### src/rtl/sync_edge_det.sv
`default_nettype none
// ============================================================================
// Module      : sync_edge_det
// Description : Two-flop synchroniser plus delay flop for one asynchronous
//               input; emits the synchronised level and one-cycle rise/fall.
// Revision    : 1.0 - initial release
// ============================================================================
module sync_edge_det (
  input  logic clk,
  input  logic rst_n,
  input  logic async_i,
  output logic level_o,
  output logic rise_o,
  output logic fall_o
);

  logic s1_q;
  logic s2_q;
  logic s3_q;

  always_ff @(posedge clk or negedge rst_n) begin
    if (!rst_n) begin
      s1_q <= 1'b0;
      s2_q <= 1'b0;
      s3_q <= 1'b0;
    end else begin
      s1_q <= async_i;
      s2_q <= s1_q;
      s3_q <= s2_q;
    end
  end

  assign level_o = s2_q;
  assign rise_o  = s2_q & ~s3_q;
  assign fall_o  = ~s2_q & s3_q;

endmodule
`default_nettype wire

### src/rtl/pwm_meter.sv
`default_nettype none
// ============================================================================
// Module      : pwm_meter
// Description : Measures period and high time of one asynchronous PWM input
//               in clk cycles and flags inputs stuck high or stuck low.
// Revision    : 1.0 - initial release
// ============================================================================
module pwm_meter #(
  parameter int unsigned CNT_W   = 24,
  parameter int unsigned TIMEOUT = 25000000
) (
  input  logic             clk,
  input  logic             rst_n,
  input  logic             pwm_in,
  output logic [CNT_W-1:0] period_cnt,
  output logic [CNT_W-1:0] high_cnt,
  output logic             meas_vld,
  output logic             stuck_hi,
  output logic             stuck_lo
);

  localparam logic [1:0] IDLE = 2'd0;
  localparam logic [1:0] HIGH = 2'd1;
  localparam logic [1:0] LOW  = 2'd2;

  localparam logic [CNT_W-1:0] c_timeout = CNT_W'(TIMEOUT);
  localparam logic [CNT_W-1:0] c_one     = CNT_W'(1);

  logic             w_level;
  logic             w_rise;
  logic             w_fall;
  logic             w_timeout;
  logic [CNT_W:0]   w_sum;
  logic [CNT_W-1:0] w_period;

  logic [1:0]       state_q,      state_d;
  logic [CNT_W-1:0] cnt_q,        cnt_d;
  logic [CNT_W-1:0] high_latch_q, high_latch_d;
  logic [CNT_W-1:0] period_q,     period_d;
  logic [CNT_W-1:0] high_q,       high_d;
  logic             vld_q,        vld_d;
  logic             stuck_hi_q,   stuck_hi_d;
  logic             stuck_lo_q,   stuck_lo_d;

  sync_edge_det u_sync (
    .clk     (clk),
    .rst_n   (rst_n),
    .async_i (pwm_in),
    .level_o (w_level),
    .rise_o  (w_rise),
    .fall_o  (w_fall)
  );

  assign w_timeout = (cnt_q == c_timeout);

  // cnt restarts on every edge, so at the closing rise it holds only the low
  // time; the full period is the latched high time plus that low time.
  assign w_sum    = {1'b0, high_latch_q} + {1'b0, cnt_q};
  assign w_period = w_sum[CNT_W] ? {CNT_W{1'b1}} : w_sum[CNT_W-1:0];

  always_comb begin
    cnt_d = cnt_q;
    if (w_rise || w_fall) begin
      cnt_d = c_one;
    end else if (cnt_q < c_timeout) begin
      cnt_d = cnt_q + c_one;
    end
  end

  always_comb begin
    state_d      = state_q;
    high_latch_d = high_latch_q;
    period_d     = period_q;
    high_d       = high_q;
    vld_d        = 1'b0;
    stuck_hi_d   = stuck_hi_q;
    stuck_lo_d   = stuck_lo_q;

    if (w_rise || w_fall) begin
      stuck_hi_d = 1'b0;
      stuck_lo_d = 1'b0;
    end

    // Edges are tested before the timeout so a coincident edge always wins.
    case (state_q)
      IDLE: begin
        if (w_rise) begin
          state_d = HIGH;
        end else if (!w_fall && w_timeout) begin
          stuck_hi_d = w_level;
          stuck_lo_d = ~w_level;
        end
      end
      HIGH: begin
        if (w_fall) begin
          state_d      = LOW;
          high_latch_d = cnt_q;
        end else if (!w_rise && w_timeout) begin
          stuck_hi_d = 1'b1;
          stuck_lo_d = 1'b0;
          state_d    = IDLE;
        end
      end
      LOW: begin
        if (w_rise) begin
          state_d  = HIGH;
          period_d = w_period;
          high_d   = high_latch_q;
          vld_d    = 1'b1;
        end else if (!w_fall && w_timeout) begin
          stuck_hi_d = 1'b0;
          stuck_lo_d = 1'b1;
          state_d    = IDLE;
        end
      end
      default: begin
        state_d = IDLE;
      end
    endcase
  end

  always_ff @(posedge clk or negedge rst_n) begin
    if (!rst_n) begin
      state_q      <= IDLE;
      cnt_q        <= '0;
      high_latch_q <= '0;
      period_q     <= '0;
      high_q       <= '0;
      vld_q        <= 1'b0;
      stuck_hi_q   <= 1'b0;
      stuck_lo_q   <= 1'b0;
    end else begin
      state_q      <= state_d;
      cnt_q        <= cnt_d;
      high_latch_q <= high_latch_d;
      period_q     <= period_d;
      high_q       <= high_d;
      vld_q        <= vld_d;
      stuck_hi_q   <= stuck_hi_d;
      stuck_lo_q   <= stuck_lo_d;
    end
  end

  assign period_cnt = period_q;
  assign high_cnt   = high_q;
  assign meas_vld   = vld_q;
  assign stuck_hi   = stuck_hi_q;
  assign stuck_lo   = stuck_lo_q;

endmodule
`default_nettype wire

### config.mk
export PLATFORM = sky130hd
export DESIGN_NAME = pwm_meter
export DESIGN_NICKNAME = d
export VERILOG_FILES = /design/src/rtl/sync_edge_det.sv /design/src/rtl/pwm_meter.sv
export SDC_FILE = /design/constraint.sdc
export NUM_CORES = 1
export LEC_CHECK = 0
export CAP_MARGIN = 20
export CORE_UTILIZATION = 54
export DETAILED_ROUTE_END_ITERATION = 10
export PLACE_DENSITY = 0.74
export SETUP_SLACK_MARGIN = 0.1
export SYNTH_ARGS = -nofsm -noshare
export SYNTH_HDL_FRONTEND = slang
export SYNTH_SLANG_ARGS = --single-unit
### constraint.sdc
create_clock -name clk -period 3.75 [get_ports clk]
set_input_delay 0.375 -clock clk [delete_from_list [all_inputs] [get_ports clk]]
set_output_delay 0.375 -clock clk [all_outputs]
set_load 0.01 [all_outputs]
# After elaboration in Yosys (flattened, before gate mapping)
# Index checks and enable logic that the tools add are counted.
# word_totals
register_bits	104
latchBits	0
mem_bits_rw	0
rom_bits	0
inputBits	3
out_inout_bits	51
elab_cells	61
mem_count	0
# classes
add_sub_neg	2
mul	0
div	0
order_cmp	1
eq_ne	6
n_shift	0
mux	27
n_bitwise	4
reduce_logical	10
# ops
cell	n
$mux 24	3
$add 24x24->25	1
$add 24x1->24 const B	1
$eq 24x23->1 const B	1
$lt 24x23->1 const B	1
$mux 1	16
$mux 2	5
$ne 3x3->1 const B	2
$pmux 1 s3	2
$pmux 2 s3	1
$reduce_and 2->1	2
$reduce_and 3->1	1
$and 1x1->1	2
$eq 2x1->1 const B	1
$eq 2x2->1 const B	1
$logic_and 1x1->1	2
$logic_not 1->1	2
$logic_not 2->1	1
$ne 2x2->1 const B	1
$not 1->1	2
$reduce_bool 2->1	1
$logic_or 1x1->1	1

# Logic depth before layout (Yosys ltp)
# Gate-level depths: netlist of run 1.
# logic_depth
word_depth	7
mapped_depth	10
ltp_nobuf	9

# Cells and area by module
# A second synthesis of run 1 with hierarchy kept.
# unflattened
cells_unflattened	550
area_unflattened_um2	5425.2
# modules_own_cells
module	n_inst	cells_per_inst	area_each_um2
pwm_meter	1	545	5335.1
sync_edge_det	1	5	90.1

# Worst setup path after synthesis of run 1
# No wires, ideal clock.
# synth_path
kind	register to register
from	register cnt_q[0]
to	register period_q[1], in the netlist period_cnt[1]
t_arrival_ps	2285
path_slack_ps	1341
stages_incl_launch_ff	10
n_path_buf	1
cell_sequence	dfrtp_1 ha_1 fa_1 nand3_1 a21oi_1 o32ai_1 o31ai_2 a21boi_1 buf_2 a21oi_1
# synth_via
elab_chain_cells	2
# synth_lines
element	line_no	text
start, declared	pwm_meter.sv:37	logic [CNT_W-1:0] cnt_q, cnt_d;
start signal, assigned	pwm_meter.sv:134	cnt_q <= cnt_d;
$add 24x24->25	pwm_meter.sv:58	assign w_sum = {1'b0, high_latch_q} + {1'b0, cnt_q};
$mux 24	pwm_meter.sv:59	assign w_period = w_sum[CNT_W] ? {CNT_W{1'b1}} : w_sum[CNT_W-1:0];
end signal, assigned	pwm_meter.sv:136	period_q <= period_d;
end, declared	pwm_meter.sv:39	logic [CNT_W-1:0] period_q, period_d;
# No other way between the ends.
# A chain may end at the register's enable or synchronous reset.

# Worst setup path after layout of run 1
# layout_path
from	register cnt_q[0]
to	register period_q[9], in the netlist period_cnt[9]
# Same word-level chain as after synthesis.

==> impl_summary.txt, run 1 <==
----------------------------------------------------
[CTS]
  Root buffer cell ... clkbuf_8
  CTS tree ... done
  Worst skew pair latency ... about 0.38 ns
  Post-CTS setup-driven buffer insertion count ... 0
  Quantity of hold-fixing buffers added after cts ... 0
  Clock edge transition at the registers on the reported setup and hold paths ... 0.10 ns
  Total number of clock tree sinks ... 104
  Maximum root-to-sink buffer count ... 2
  Number of cells upsized or downsized after cts ... 0
  Num CTS Buffers ... 9
  Maximum level of the CTS H-tree ... 3

[GRT]
  Overflow after GRT ... 0
  Wire length of the first global-routing pass ... ~23 mm
  Antenna violations before repair ... 0
  Vias in the first global route ... 4459
  Overall routing resource usage ... between 20% and 30%
  Pin count of the biggest net entering global routing ... 60

[Power]
  Power per standard cell area ... 447 nW/um^2
  Highest ir drop seen on vdd ... 0.311 mV
  Static leakage ... 0.00299 uW

[Synthesis]
  Async SR Flop Fraction ... 100%
  Post-Syn Instances ... 635
  Proportion of synthesized chip area in sequential cells ... 45.4%
  Yosys cell types ... 56
  Top_reg_cell synth ... dfrtp_1
  Post-synth net total ... 667
  Warning count from the yosys run ... 0
  Netlist area before placement ... 5730 sq um
  #FFs+latches synth ... 104
  Number of synthesized flops with an enable pin ... 0
  Mean cell area of the mapped netlist ... 9.02 sq um

[Die]
  Floorplan die width ... ~100 um
  I/O pins ... 54
  DIE HEIGHT ... around 100 um
  Number of placement rows ... 37
  Core footprint ... 10300 sq um
  Overall die area ... roughly 11000 sq um
  Initial cell density of the core ... 55.5%

[Setup path]
  Worst setup path end ... period_cnt[9]
  End of the worst register-to-register path ... period_cnt[9]
  Biggest cell delay along the critical path ... 0.60 ns
  Sequence of cells on the critical path ... ha_1, fa_1, nand3_1, a21oi_1, o32ai_1, o31ai_2, a21boi_1, buf_4, a21oi_1
  Cell repeated most along the worst path ... a21oi_1
  Top fanout value on the critical path ... 21
  Kind of capture point of the worst setup path ... flip-flop
  Worst setup path startpoint ... cnt_q[0]
  Master of the slowest instance on the critical path ... o32ai_1
  Number of cells traversed by the worst register-to-register path ... 9
  R2r setup slk ... 0.95 ns
  Critical path type ... flip-flop to flip-flop
  Worst path required time ... 4.00 ns
  Reg2reg start ... cnt_q[0]
  CP arrival ... 3.05 ns
  Setup crit start kind ... flip-flop

[Place]
  Number of input and output port buffers inserted ... 53
  Post-DP HPWL ... around 10 mm
  Final weighted congestion in routability-driven placement ... 0.885
  Number of placed instances with taps included ... ~800

[Outcome]
  Outcome ... complete, no violations

[Timing]
  Final worst path period share ... between 70% and 80%
  Final number of hold-violating endpoints ... 0
  Achievable Freq ... 357 MHz
  Clock period minus final worst setup slack ... between 2 and 3 ns
  Post-Route Skew ... roughly 0.012 ns
  Final setup TNS ... 0 ns
  Unrepaired setup endpoints after global routing ... no
  Relative max-transition margin ... 49.9%
  Number of pins exceeding their max-slew limit in the final report ... 0
  Worst slew pin tran ... 0.750 ns
  Final setup violation count ... 0

[Final layout]
  Final cell count without fillers ... approximately 820
  Relative area change from synthesis to final layout ... 14.1%
  Layout cell share with drive strength beyond 1 ... under 10%
  Most common cell after layout, fill and taps aside ... nand2_1
  Antenna diode count ... 0
  NumNets Final ... roughly 710
  Most frequent cells in the layout ... 114 x nand2_1, 104 x dfrtp_1, 67 x a21oi_1

[Routing]
  DRT antenna net count ... 0
  Total Routed Length ... about 13 mm
  Drt pass-1 iters ... 5
  Number of DRC violations after detailed routing ... 0
  Drt initial violations ... 225
  Via/cell ratio ... 5.70
  WL/cell ... 16.5 um
  Via count ... 4652

[Worst hold path]
  Path class of the lowest-slack min-delay path ... input pin to asynchronous set/reset pin

[Flow run]
  Number of max-cap violations ... 0

----------------------------------------------------
-- metrics by stage --
stage	cell area (sq um)	total power [uW]	setup slack (ns)	hold slack, ns	util, %
3_3_place_gp	6350	2240	1.06	0.335	61.5
3_5_place_dp	6350	2270	0.994	0.346	61.5
5_1_grt	6540	3100	0.719	0.110	63.3
4_1_cts	6540	2950	0.962	0.0782	63.3
2_1_floorplan	5730	1830	1.34	0.0794	-
6_report	6540	2920	0.949	0.0562	63.3
-- routing by layer --
layer  global-route usage (%)  vias to the layer above  routed length, um
met5                        0                        -                  0
met4                     10.1                        0                225
met3                     2.87                       15                622
met2                     40.4                      117               6260
met1                     38.4                     2224               6370
li1                         -                     2296                  -
-- worst min path at each step --
stage	end
after detailed placement	u_sync.level_o
after CTS	high_cnt[8]
after global placement	u_sync.level_o
after floorplan	cnt_q[0]
after global routing	high_cnt[8]
final	high_cnt[8]
-- cell type report --
type                            count  area [sq um]
Fill cell                         899          3790
Timing Repair Buffer               60           581
Tap cell                          136           170
Clock inverter                      5          58.8
Clock buffer                       10           128
Inverter                           20          75.1
Multi-Input combinational cell    481          2920
Sequential cell                   104          2600
-- registers in the layout (all words and copies together) (netlist names) --
register	cells
stuck_hi	1
u_sync.s3_q	1
u_sync.level_o	1
high_cnt	24
period_cnt	24
state_q	2
meas_vld	1
high_latch_q	24
stuck_lo	1
u_sync.s1_q	1
cnt_q	24
-- where the power goes --
group / internal (uW) / leakage (uW) / switching [uW]
combinational: 414 / 0.00151 / 406
sequential: 1290 / 0.00139 / 123
clock: 305 / 0.0000883 / 378
-- synthesized netlist by cell type (4+ instances only) --
cell type  count  area (sq um)
clkbuf_1      20          75.1
and4_1         4          35.0
inv_1         19          71.3
o21ai_0       33           165
o21bai_1       5          37.5
a21oi_1       67           335
nor2_1        56           210
ha_1          28           350
a22oi_1        4          30.0
xor2_1        12           105
nand3_1       21           105
dfrtp_1      104          2600
and3_1         5          31.3
and2_1         7          43.8
mux2_2        18           203
a21o_1         5          37.5
xnor2_1       13           114
buf_2          7          35.0
o31ai_1        4          30.0
o21a_1         5          37.5
or3_1         11          68.8
o211ai_1       6          45.0
nand4_1       12          75.1
nand2_1      114           428
nor3_1        10          50.1
-- critical path, delay by kind of cell, from the launching register on --
family	cells	cell delay [ns]
flip-flops	1	0.46
AO/OA/AOI/OAI	5	1.16
AND/OR/NAND/NOR	1	0.13
buffers and inverters	1	0.25
adder cells (fa/ha/maj)	2	0.69
-- kinds of logic after synthesis --
group,after synthesis,share of synthesized area (%)
buf+inv,50,3.56
simple gates,259,21.6
mux,20,3.89
flops,104,45.4
compound gates,148,15.3
fa+ha+maj,29,6.47
xor+xnor,25,3.82
No activity file was read; power rests on OpenSTA's default activity.
==> run 2: changes to the inputs <==
==> constraint.sdc (replaced) <==
create_clock -name clk -period 2.86 [get_ports clk]
set_input_delay 0.286 -clock clk [delete_from_list [all_inputs] [get_ports clk]]
set_output_delay 0.286 -clock clk [all_outputs]
set_load 0.01 [all_outputs]
==> run 2 against run 1 <==
Against the previous run: largest cell class unchanged; global-route usage is 0.60 points higher; highest routed layer unchanged; total power is 32% higher; via count is 4.5% higher; wire length is 2.3% higher; clock skew is 0.00096 ns higher; sequential power is 30% higher; first-iteration DRC count is 2.7% lower; critical path type unchanged.
==> impl_summary.txt, run 2 (same netlist as run 1, synthesis figures left out) <==
----------------------------------------------------
[Outcome]
  Outcome ... complete, no violations (unchanged)

[Power]
  Logic pwr share ... 28.0% (was 28.1%)
  Net Sw Frac ... 31.1% (about the same)
  Power per standard cell area ... 578 nW/um^2 (was 447 nW/um^2)
  Part of the total power dissipated in sequential elements ... 48.2% (was 48.5%)
  Cell Int Power ... 2650 uW (was 2010 uW)
  Highest ir drop seen on vdd ... 0.331 mV (was 0.311 mV)
  Switching power total ... 1200 uW (was 907 uW)
  Static leakage ... 0.00305 uW (was 0.00299 uW)
  Clock share of power ... 23.7% (was 23.4%)

[Place]
  Number of input and output port buffers inserted ... 53 (unchanged)
  Area of placed instances ... 6420 sq um (was 6350 sq um)
  Final weighted congestion in routability-driven placement ... 0.890 (was 0.885)
  Post-DP HPWL ... 10.3 mm (was 10.0 mm)
  Worst slack at placement ... 0.276 ns (was 0.994 ns)

[Final layout]
  NumNets Final ... 717 (was 708)
  Most frequent cells in the layout ... 114 x nand2_1, 104 x dfrtp_1, 66 x a21oi_1 (was 114 x nand2_1, 104 x dfrtp_1, 67 x a21oi_1)
  Sequential Area ... 2600 sq um (unchanged)
  Antenna diode count ... 0 (unchanged)
  Post-layout utilization of the core ... 64.4% (was 63.3%)
  Relative area change from synthesis to final layout ... 16.1% (was 14.1%)
  Layout cell share with drive strength beyond 1 ... 9.13% (was 7.50%)
  Final Instance Area ... 6650 sq um (was 6540 sq um)
  Multi-input gate area ... 2950 sq um (was 2920 sq um)
  Most common cell after layout, fill and taps aside ... nand2_1 (unchanged)
  Fillers ... 864 (was 899)

[Setup path]
  Top fanout value on the critical path ... 9 (was 21)
  Kind of capture point of the worst setup path ... flip-flop (unchanged)
  Critical path type ... flip-flop to flip-flop (unchanged)
  End of the worst register-to-register path ... period_cnt[23] (was period_cnt[9])
  Worst setup path end ... period_cnt[23] (was period_cnt[9])
  Number of cells traversed by the worst register-to-register path ... 7 (was 9)
  Worst setup path startpoint ... cnt_q[3] (was cnt_q[0])
  CP arrival ... 2.95 ns (was 3.05 ns)
  Reg2reg start ... cnt_q[3] (was cnt_q[0])
  Worst path required time ... 3.18 ns (was 4.00 ns)
  Setup crit start kind ... flip-flop (unchanged)
  R2r setup slk ... 0.24 ns (was 0.95 ns)

[CTS]
  Maximum root-to-sink buffer count ... 2 (unchanged)
  Clock edge transition at the registers on the reported setup and hold paths ... 0.10 ns (about the same)
  Root buffer cell ... clkbuf_8 (unchanged)
  Worst skew pair latency ... 0.38 ns (about the same)
  Total number of clock tree sinks ... 104 (unchanged)
  Num CTS Buffers ... 9 (unchanged)
  Maximum level of the CTS H-tree ... 3 (unchanged)
  CTS tree ... done (unchanged)

[Timing]
  Relative max-transition margin ... 58.6% (was 49.9%)
  Unrepaired setup endpoints after global routing ... no (unchanged)
  Post-Route Skew ... 0.0130 ns (was 0.0120 ns)
  Number of pins exceeding their max-slew limit in the final report ... 0 (unchanged)
  Clock period minus final worst setup slack ... 2.62 ns (was 2.80 ns)
  Final setup TNS ... 0 ns (unchanged)
  Worst slew pin tran ... 0.621 ns (was 0.750 ns)
  Achievable Freq ... 381 MHz (was 357 MHz)
  Final number of hold-violating endpoints ... 0 (unchanged)
  Final setup violation count ... 0 (unchanged)
  Final worst path period share ... 91.7% (was 74.7%)
  Min Hold Slack ... 0.340 ns (was 0.0562 ns)
  Worst Slack Setup Final ... 0.237 ns (was 0.949 ns)

[Routing]
  WL/cell ... 16.7 um (was 16.5 um)
  Drt initial violations ... 219 (was 225)
  DRT antenna net count ... 0 (unchanged)
  Drt pass-1 iters ... 9 (was 5)
  Via count ... 4862 (was 4652)
  Number of DRC violations after detailed routing ... 0 (unchanged)
  Total Routed Length ... 13.8 mm (was 13.5 mm)
  Via/cell ratio ... 5.89 (was 5.70)

[GRT]
  Wire length of the first global-routing pass ... 23.3 mm (was 22.7 mm)
  Antenna violations before repair ... 0 (unchanged)
  Pin count of the biggest net entering global routing ... 48 (was 60)
  Overall routing resource usage ... 26.9% (was 26.3%)
  Overflow after GRT ... 0 (unchanged)
  Vias in the first global route ... 4691 (was 4459)

[Die]
  Floorplan die width ... 105 um (unchanged)
  I/O pins ... 54 (unchanged)
  Number of placement rows ... 37 (unchanged)
  Initial cell density of the core ... 55.5% (unchanged)
  Core footprint ... 10300 sq um (unchanged)
  Overall die area ... 11000 sq um (unchanged)
  DIE HEIGHT ... 105 um (unchanged)

[Worst hold path]
  Path class of the lowest-slack min-delay path ... input pin to flip-flop (was input pin to asynchronous set/reset pin)

[Flow run]
  Number of max-cap violations ... 0 (unchanged)

----------------------------------------------------
[run 2: worst min-delay path by stage]
stage               startpoint           to  depth (start not counted)  slack, ns
global route            pwm_in  u_sync.s1_q                          1       0.34
global placement         rst_n  high_cnt[8]                          1       0.33
finish                  pwm_in  u_sync.s1_q                          1       0.34
detailed placement       rst_n  high_cnt[8]                          1       0.33
floorplan                rst_n     cnt_q[0]                          0      -0.01
CTS                     pwm_in  u_sync.s1_q                          1       0.33
[run 2: final cells by class]
| class | instances | share of cell area [%] |
|---|---|---|
| inverters | 20 | 1.13 |
| repair buffers | 69 | 9.97 |
| flip-flops and latches | 104 | 39.1 |
| clock buffers | 11 | 1.98 |
| clock inverters | 5 | 0.866 |
| well taps | 136 | 2.56 |
| multi-input cells | 481 | 44.4 |
[run 2: power groups by stage]
stage | clock network (uW) | registers [uW] | logic, uW
after floorplan | 0 | 1950 | 452
after global placement | 0 | 1870 | 1060
after detailed placement | 0 | 1890 | 1080
after CTS | 941 | 1860 | 1090
after global routing | 988 | 1890 | 1200
final | 913 | 1850 | 1080
[run 2: metal layers]
layer	wire length, um	up-vias	track usage [%]
li1	-	2324	-
met1	6580	2367	38.1
met2	6280	142	41.1
met3	547	29	3.43
met4	387	0	13.1
met5	0	-	0
[run 2: critical path, cell delays in order (launching register included)]
cell and delay (ns):
dfrtp_1 0.49, ha_1 0.40, a21oi_1 0.27, o21bai_1 0.13, o21ai_0 0.52, a21oi_1 0.17
or4b_1 0.48, nand3_1 0.10
[run 2: what timing repair did]
| item | 4_1_cts | 5_1_grt |
|---|---|---|
| endpoints found under the hold margin | 45 | 0 |
| buffers inserted | 0 | 0 |
| hold buffers | 1 | 0 |
| resized for setup | 0 | 5 |
| endpoints found under the setup margin | 0 | 22 |
[run 2: per-stage QoR]
stage,total power (uW),std cells
2_1_floorplan,2400,635
3_3_place_gp,2930,809
3_5_place_dp,2970,809
4_1_cts,3890,826
5_1_grt,4080,826
6_report,3850,826
